`src/rtl/fetch_queue.sv`:
```
// fetch_queue: instruction prefetch buffer between the fetch and decode stages.
// Holds {instruction, pc} pairs in a circular FIFO with valid/ready handshakes
// on both sides. A flush discards every buffered entry on a redirect.
// Optional feature: define FETCH_QUEUE_BYPASS_EN to let an entry arriving at an
// empty queue reach decode in the same cycle (zero-latency bypass).
module fetch_queue #(
   parameter int DATA_WIDTH = 32,
   parameter int DEPTH      = 4
) (
   input  logic                           clk,
   input  logic                           rst,
   input  logic                           flush,
   input  logic                           in_valid,
   output logic                           in_ready,
   input  logic [DATA_WIDTH-1:0]          in_instr,
   input  logic [DATA_WIDTH-1:0]          in_pc,
   output logic                           out_valid,
   input  logic                           out_ready,
   output logic [DATA_WIDTH-1:0]          out_instr,
   output logic [DATA_WIDTH-1:0]          out_pc,
   output logic [DATA_WIDTH-1:0]          out_pc_plus4,
   output logic [$clog2(DEPTH+1)-1:0]     count
);

   localparam int PW = $clog2(DEPTH);
   localparam int CW = $clog2(DEPTH + 1);
   localparam logic [CW-1:0]         CNT_FULL = CW'(DEPTH);
   localparam logic [CW-1:0]         CNT_ONE  = CW'(1);
   localparam logic [PW-1:0]         PTR_ONE  = PW'(1);
   localparam logic [DATA_WIDTH-1:0] PC_STEP  = DATA_WIDTH'(4);

   logic [DATA_WIDTH-1:0] instr_mem_r [DEPTH];
   logic [DATA_WIDTH-1:0] pc_mem_r    [DEPTH];
   logic [PW-1:0]         rd_ptr_r;
   logic [PW-1:0]         wr_ptr_r;
   logic [CW-1:0]         count_r;

   logic          empty_s;
   logic          full_s;
   logic          bypass_s;
   logic          push_s;
   logic          pop_s;
   logic          wr_en_s;
   logic          rd_en_s;
   logic [PW-1:0] rd_ptr_nxt_s;
   logic [PW-1:0] wr_ptr_nxt_s;
   logic [CW-1:0] count_nxt_s;

   // Handshakes, head selection and the storage write/read enables.
   always_comb begin
      empty_s  = (count_r == {CW{1'b0}});
      full_s   = (count_r == CNT_FULL);
      bypass_s = 1'b0;
`ifdef FETCH_QUEUE_BYPASS_EN
      bypass_s = empty_s & ~flush & in_valid;
`else
      bypass_s = 1'b0;
`endif
      in_ready  = ~full_s & ~flush;
      out_valid = (~empty_s & ~flush) | bypass_s;
      if (bypass_s) begin
         out_instr = in_instr;
         out_pc    = in_pc;
      end else begin
         out_instr = instr_mem_r[rd_ptr_r];
         out_pc    = pc_mem_r[rd_ptr_r];
      end
      out_pc_plus4 = out_pc + PC_STEP;
      push_s  = in_valid & in_ready;
      pop_s   = out_valid & out_ready;
      // A bypassed entry that is consumed immediately never touches storage.
      wr_en_s = push_s & ~(bypass_s & out_ready);
      rd_en_s = pop_s & ~bypass_s;
      count   = count_r;
   end

   // Next pointer and occupancy values; flush overrides any handshake.
   always_comb begin
      rd_ptr_nxt_s = rd_ptr_r;
      wr_ptr_nxt_s = wr_ptr_r;
      count_nxt_s  = count_r;
      if (flush) begin
         rd_ptr_nxt_s = {PW{1'b0}};
         wr_ptr_nxt_s = {PW{1'b0}};
         count_nxt_s  = {CW{1'b0}};
      end else begin
         if (wr_en_s) begin
            wr_ptr_nxt_s = wr_ptr_r + PTR_ONE;
         end else begin
            wr_ptr_nxt_s = wr_ptr_r;
         end
         if (rd_en_s) begin
            rd_ptr_nxt_s = rd_ptr_r + PTR_ONE;
         end else begin
            rd_ptr_nxt_s = rd_ptr_r;
         end
         case ({wr_en_s, rd_en_s})
            2'b10:   count_nxt_s = count_r + CNT_ONE;
            2'b01:   count_nxt_s = count_r - CNT_ONE;
            default: count_nxt_s = count_r;
         endcase
      end
   end

   // Pointer and occupancy registers.
   always_ff @(posedge clk or negedge rst) begin
      if (!rst) begin
         rd_ptr_r <= {PW{1'b0}};
         wr_ptr_r <= {PW{1'b0}};
         count_r  <= {CW{1'b0}};
      end else begin
         rd_ptr_r <= rd_ptr_nxt_s;
         wr_ptr_r <= wr_ptr_nxt_s;
         count_r  <= count_nxt_s;
      end
   end

   // Entry storage; cleared on reset so the head reads as zero afterwards.
   always_ff @(posedge clk or negedge rst) begin
      if (!rst) begin
         for (int i = 0; i < DEPTH; i++) begin
            instr_mem_r[i] <= {DATA_WIDTH{1'b0}};
            pc_mem_r[i]    <= {DATA_WIDTH{1'b0}};
         end
      end else if (wr_en_s) begin
         instr_mem_r[wr_ptr_r] <= in_instr;
         pc_mem_r[wr_ptr_r]    <= in_pc;
      end
   end

endmodule

```
`config.mk`:
```
export PLATFORM = sky130hd
export DESIGN_NAME = fetch_queue
export DESIGN_NICKNAME = d
export VERILOG_FILES = /design/src/rtl/fetch_queue.sv
export SDC_FILE = /design/constraint.sdc
export NUM_CORES = 1
export LEC_CHECK = 0
export CORE_MARGIN = 1.5
export CORE_UTILIZATION = 40
export DETAILED_ROUTE_END_ITERATION = 12
export HOLD_SLACK_MARGIN = 0.15
export PLACE_DENSITY = 0.73
export SLEW_MARGIN = 10
export SYNTH_ARGS = -nofsm -noshare
export SYNTH_HDL_FRONTEND = slang
export SYNTH_SLANG_ARGS = --single-unit
```
`constraint.sdc`:
```
create_clock -name clk -period 3.05 [get_ports clk]
set_input_delay 0.61 -clock clk [delete_from_list [all_inputs] [get_ports clk]]
set_output_delay 0.61 -clock clk [all_outputs]
set_load 0.05 [all_outputs]
```
==> impl_summary.log <==
INFO  metric outcome = finished, violations left
INFO  metric violations = setup timing
INFO  metric floorplan.rows = 63
INFO  metric power.leakage = approximately 7.3 nW
INFO  metric cts_tree = built
INFO  metric critical_path.max_fanout = 5
INFO  metric fin_worst_hold_slack = roughly 0.5 ns
INFO  metric hold_path_class = flip-flop to flip-flop
INFO  metric initial_core_utilization = 40.8%
INFO  metric dp_worst_setup_slack = -0.0590 ns
INFO  metric syn_inst_count = 757
INFO  metric final.fill_count = between 2,000 and 2,500
INFO  metric timing.clock.skew = 0.0175 ns
INFO  metric clkLatencyLatePin = 0.54 ns
INFO  metric buffer_ports.inserted = approximately 170
INFO  metric timing.final.setup_violations = 24
INFO  metric cts_root_buffer = clkbuf_16
INFO  metric drc = 0
INFO  metric grt_usage = about 18%
INFO  metric most_area_consuming_cells_after_synthesis = dfrtp_1, mux2_2, mux4_2
INFO  metric fin_setup_tns = -7.86 ns
INFO  metric timing.slew.headroom = a little over half
INFO  metric gp_congestion = approximately 0.75
INFO  metric synth-edff-count = 0
INFO  metric worst-slew-pin-transition = about 0.71 ns
INFO  metric ys_async_sr_fraction = 100%
INFO  metric gr-total-overflow = 0
INFO  metric synth_top_area_cell = dfrtp_1
INFO  metric worst-setup-path-type = flip-flop to primary output
INFO  metric route.final.wire_length = around 27,000 um
INFO  metric nets = 1,066
INFO  metric required = 2.44 ns
INFO  metric power_report.internal_total = ~10 mW
INFO  metric design.die.area = roughly 31,000 um2
INFO  metric drt_iter0_markers = about 370
INFO  metric grt_first_pass_wirelength = approximately 43,000 um
INFO  metric final_antenna_net_count = 0
INFO  metric period_minus_slack = around 3.5 ns
INFO  metric synth_warnings = 0
INFO  metric post_layout_nonfiller_instances = roughly 1,400
INFO  metric cts_max_level = 1
INFO  metric cts.clk_slew.worst_paths = 0.06 ns
INFO  metric multi_input_area = 5850 um2
INFO  metric vias = 7,346
INFO  metric power_switching = between 5 and 6 mW
INFO  metric seqPwrFrac = ~34%
INFO  metric synthFlopType = dfrtp_1
INFO  metric number_of_global_route_vias_before_repair = slightly below 8,000
INFO  metric power_frac_comb = between 40 and 50%
INFO  metric clockBufferDepth = 3
INFO  metric critPathLaunchType = flip-flop
INFO  metric tritoncts_buffer_count = 28
INFO  metric setup_repair_after_global_routing_missed_its_margin = true
INFO  metric distinct_cells_synth = 48
INFO  metric drt-wirelength-per-cell = 19.6 um
INFO  metric dp.final_hpwl = ~18,000 um
INFO  metric drt_pass1_iterations = 6
INFO  metric placed_cells_incl_taps = 1,331
INFO  metric synth_seq_area_share = a little over half
INFO  metric post-route-worst-setup-slack = -0.495 ns
INFO  metric min_period_over_period = 116%
INFO  metric regArea = approximately 6600 um2
INFO  metric critical_path_arrival = between 2 and 3 ns
INFO  metric power-per-cell-area = 963 nW/um2
INFO  metric max_clock_freq = ~0.28 GHz
INFO  metric core = ~30,000 um2
INFO  metric postSynthAreaPerCell = 16.1 um2
INFO  metric syn_area = ~12,000 um2
INFO  metric boundaryPins = 170
INFO  metric grt_antenna_before_repair = 0
INFO  metric finalHoldViolCount = 0
INFO  metric die_h = approximately 180 um
INFO  metric power_frac_clock = 23.5%
INFO  metric synth_seq_cells = 263
INFO  metric grt_max_degree = 88
INFO  metric drv_cap = 0
INFO  metric via_per_inst = 5.24
INFO  metric slew_viol_final = 0
INFO  metric syn2layout_area_growth = 37.5%
INFO  metric synthDominantCellAreaShare = around 54%
INFO  metric netSwitchingFraction = between 30% and 40%
INFO  metric setup.worst_path.end_class = primary output
INFO  metric postSynthNetCount = ~830
INFO  metric floorplan.die.width = roughly 180 um
INFO  metric clkSinkCount = about 260
INFO  metric vdd.ir_drop.worst = 0.660 mV
INFO  metric post_route_cells_drive_above_1_share = 59.4%
## synth_stat cells, types with 5 or more instances
| cell type | number |
|---|---|
| buf_2 | 6 |
| clkbuf_1 | 29 |
| dfrtp_1 | 263 |
| ha_1 | 5 |
| inv_1 | 8 |
| mux2_2 | 257 |
| mux4_1 | 18 |
| mux4_2 | 46 |
| nand2_1 | 15 |
| nand3_1 | 11 |
| nor2_1 | 11 |
| xnor2_1 | 18 |
| xor2_1 | 12 |
## final cells by class
class / instances / area share (%)
antenna: 1 / 0.0150
clock buffer: 38 / 4.96
clock inverter: 12 / 1.30
inverter: 9 / 0.202
multi-input combinational: 440 / 35.0
sequential: 263 / 39.4
tap: 390 / 2.92
timing repair buffer: 249 / 16.1
## power by group through the flow
stage | combinational (mW) | clock, mW | sequential [mW]
floorplan | 4.62 | 0 | 5.24
global route | 7.23 | 4.01 | 5.59
global placement | 6.60 | 0 | 5.43
detailed placement | 6.70 | 0 | 5.48
finish | 6.88 | 3.77 | 5.43
CTS | 6.79 | 3.88 | 5.42
## state kept, by name, summed over array words and instances (netlist names)
| register | cells |
|---|---|
| instr_mem_r | 128 |
| pc_mem_r | 128 |
| count | 3 |
| rd_ptr_r | 2 |
| wr_ptr_r | 2 |
## cells in the final DEF, fill, tap and decap left out, types with 4 or more instances in the layout
cell / count
nor2_1: 7
mux4_2: 60
nand2_4: 4
nand2_1: 6
clkbuf_2: 4
clkbuf_16: 31
nand2_2: 5
buf_4: 98
bufinv_16: 6
clkinv_2: 4
mux4_1: 4
xor2_2: 6
clkbuf_8: 7
nand3_4: 7
dlygate4sd2_1: 15
xnor2_2: 7
buf_6: 15
mux2_2: 257
inv_1: 8
nand4_1: 4
dfrtp_1: 261
clkdlybuf4s50_1: 70
ha_1: 4
buf_12: 41
xnor2_4: 11
xor2_4: 4
## through the flow
step | total power, mW | util (%) | instance area [um2]
2_1_floorplan | 9.86 | - | 12400
4_1_cts | 16.1 | 55.2 | 16400
3_3_place_gp | 12.0 | 51.0 | 15200
3_5_place_dp | 12.2 | 51.0 | 15200
5_1_grt | 16.8 | 56.1 | 16700
6_report | 16.1 | 56.1 | 16700
## worst paths after layout
kind                                    endpoint  cells after the start            start  slack, ns
worst min register to register   instr_mem_r[11]                      1  instr_mem_r[11]       0.50
min in group asynchronous          pc_mem_r[112]                      2              rst       0.70
max in group asynchronous           pc_mem_r[51]                      3              rst       1.58
worst max register to register      pc_mem_r[15]                      6         count[1]       0.95
worst max-delay path            out_pc_plus4[22]                      7      rd_ptr_r[0]      -0.49
worst min-delay path             instr_mem_r[11]                      1  instr_mem_r[11]       0.50
## repair_timing
item / CTS / global route
setup buffers: 11 / 7
hold buffers: 1 / 0
endpoints found under the hold margin: 79 / 0
setup endpoints to repair: 78 / 55
gates resized for setup: 51 / 52
gates cloned: 0 / 1
pin swaps: 9 / 22
## critical path, stage by stage, from the launching register on
cell and delay (ns):
dfrtp_4 0.51, buf_12 0.15, mux4_2 0.39, nand4_4 0.14, or4_4 0.61, nor3_4 0.27
xor2_4 0.18, buf_12 0.15
## per-layer routing
metal  up-vias  routed length, um  GRT usage (%)
met5         -                  0              0
met4         0                456           3.68
met2       169              13600           29.7
met1      3855              11900           23.1
li1       3287                  -              -
met3        35               1520           3.83
## logic make-up (layout without fill, tap and decap cells)
family	count (synthesis)	in the layout	synth area share (%)
muxes	322	322	36.3
DFF	263	263	54.2
and+or+nand+nor	69	69	3.72
buffers and inverters	54	308	2.28
xor gates and xnor gates	30	30	2.16
AOI/OAI and AO/OA	13	13	0.700
adders and majority gates	6	6	0.680
other	0	1	0
Power figures use the tool's default switching activity.
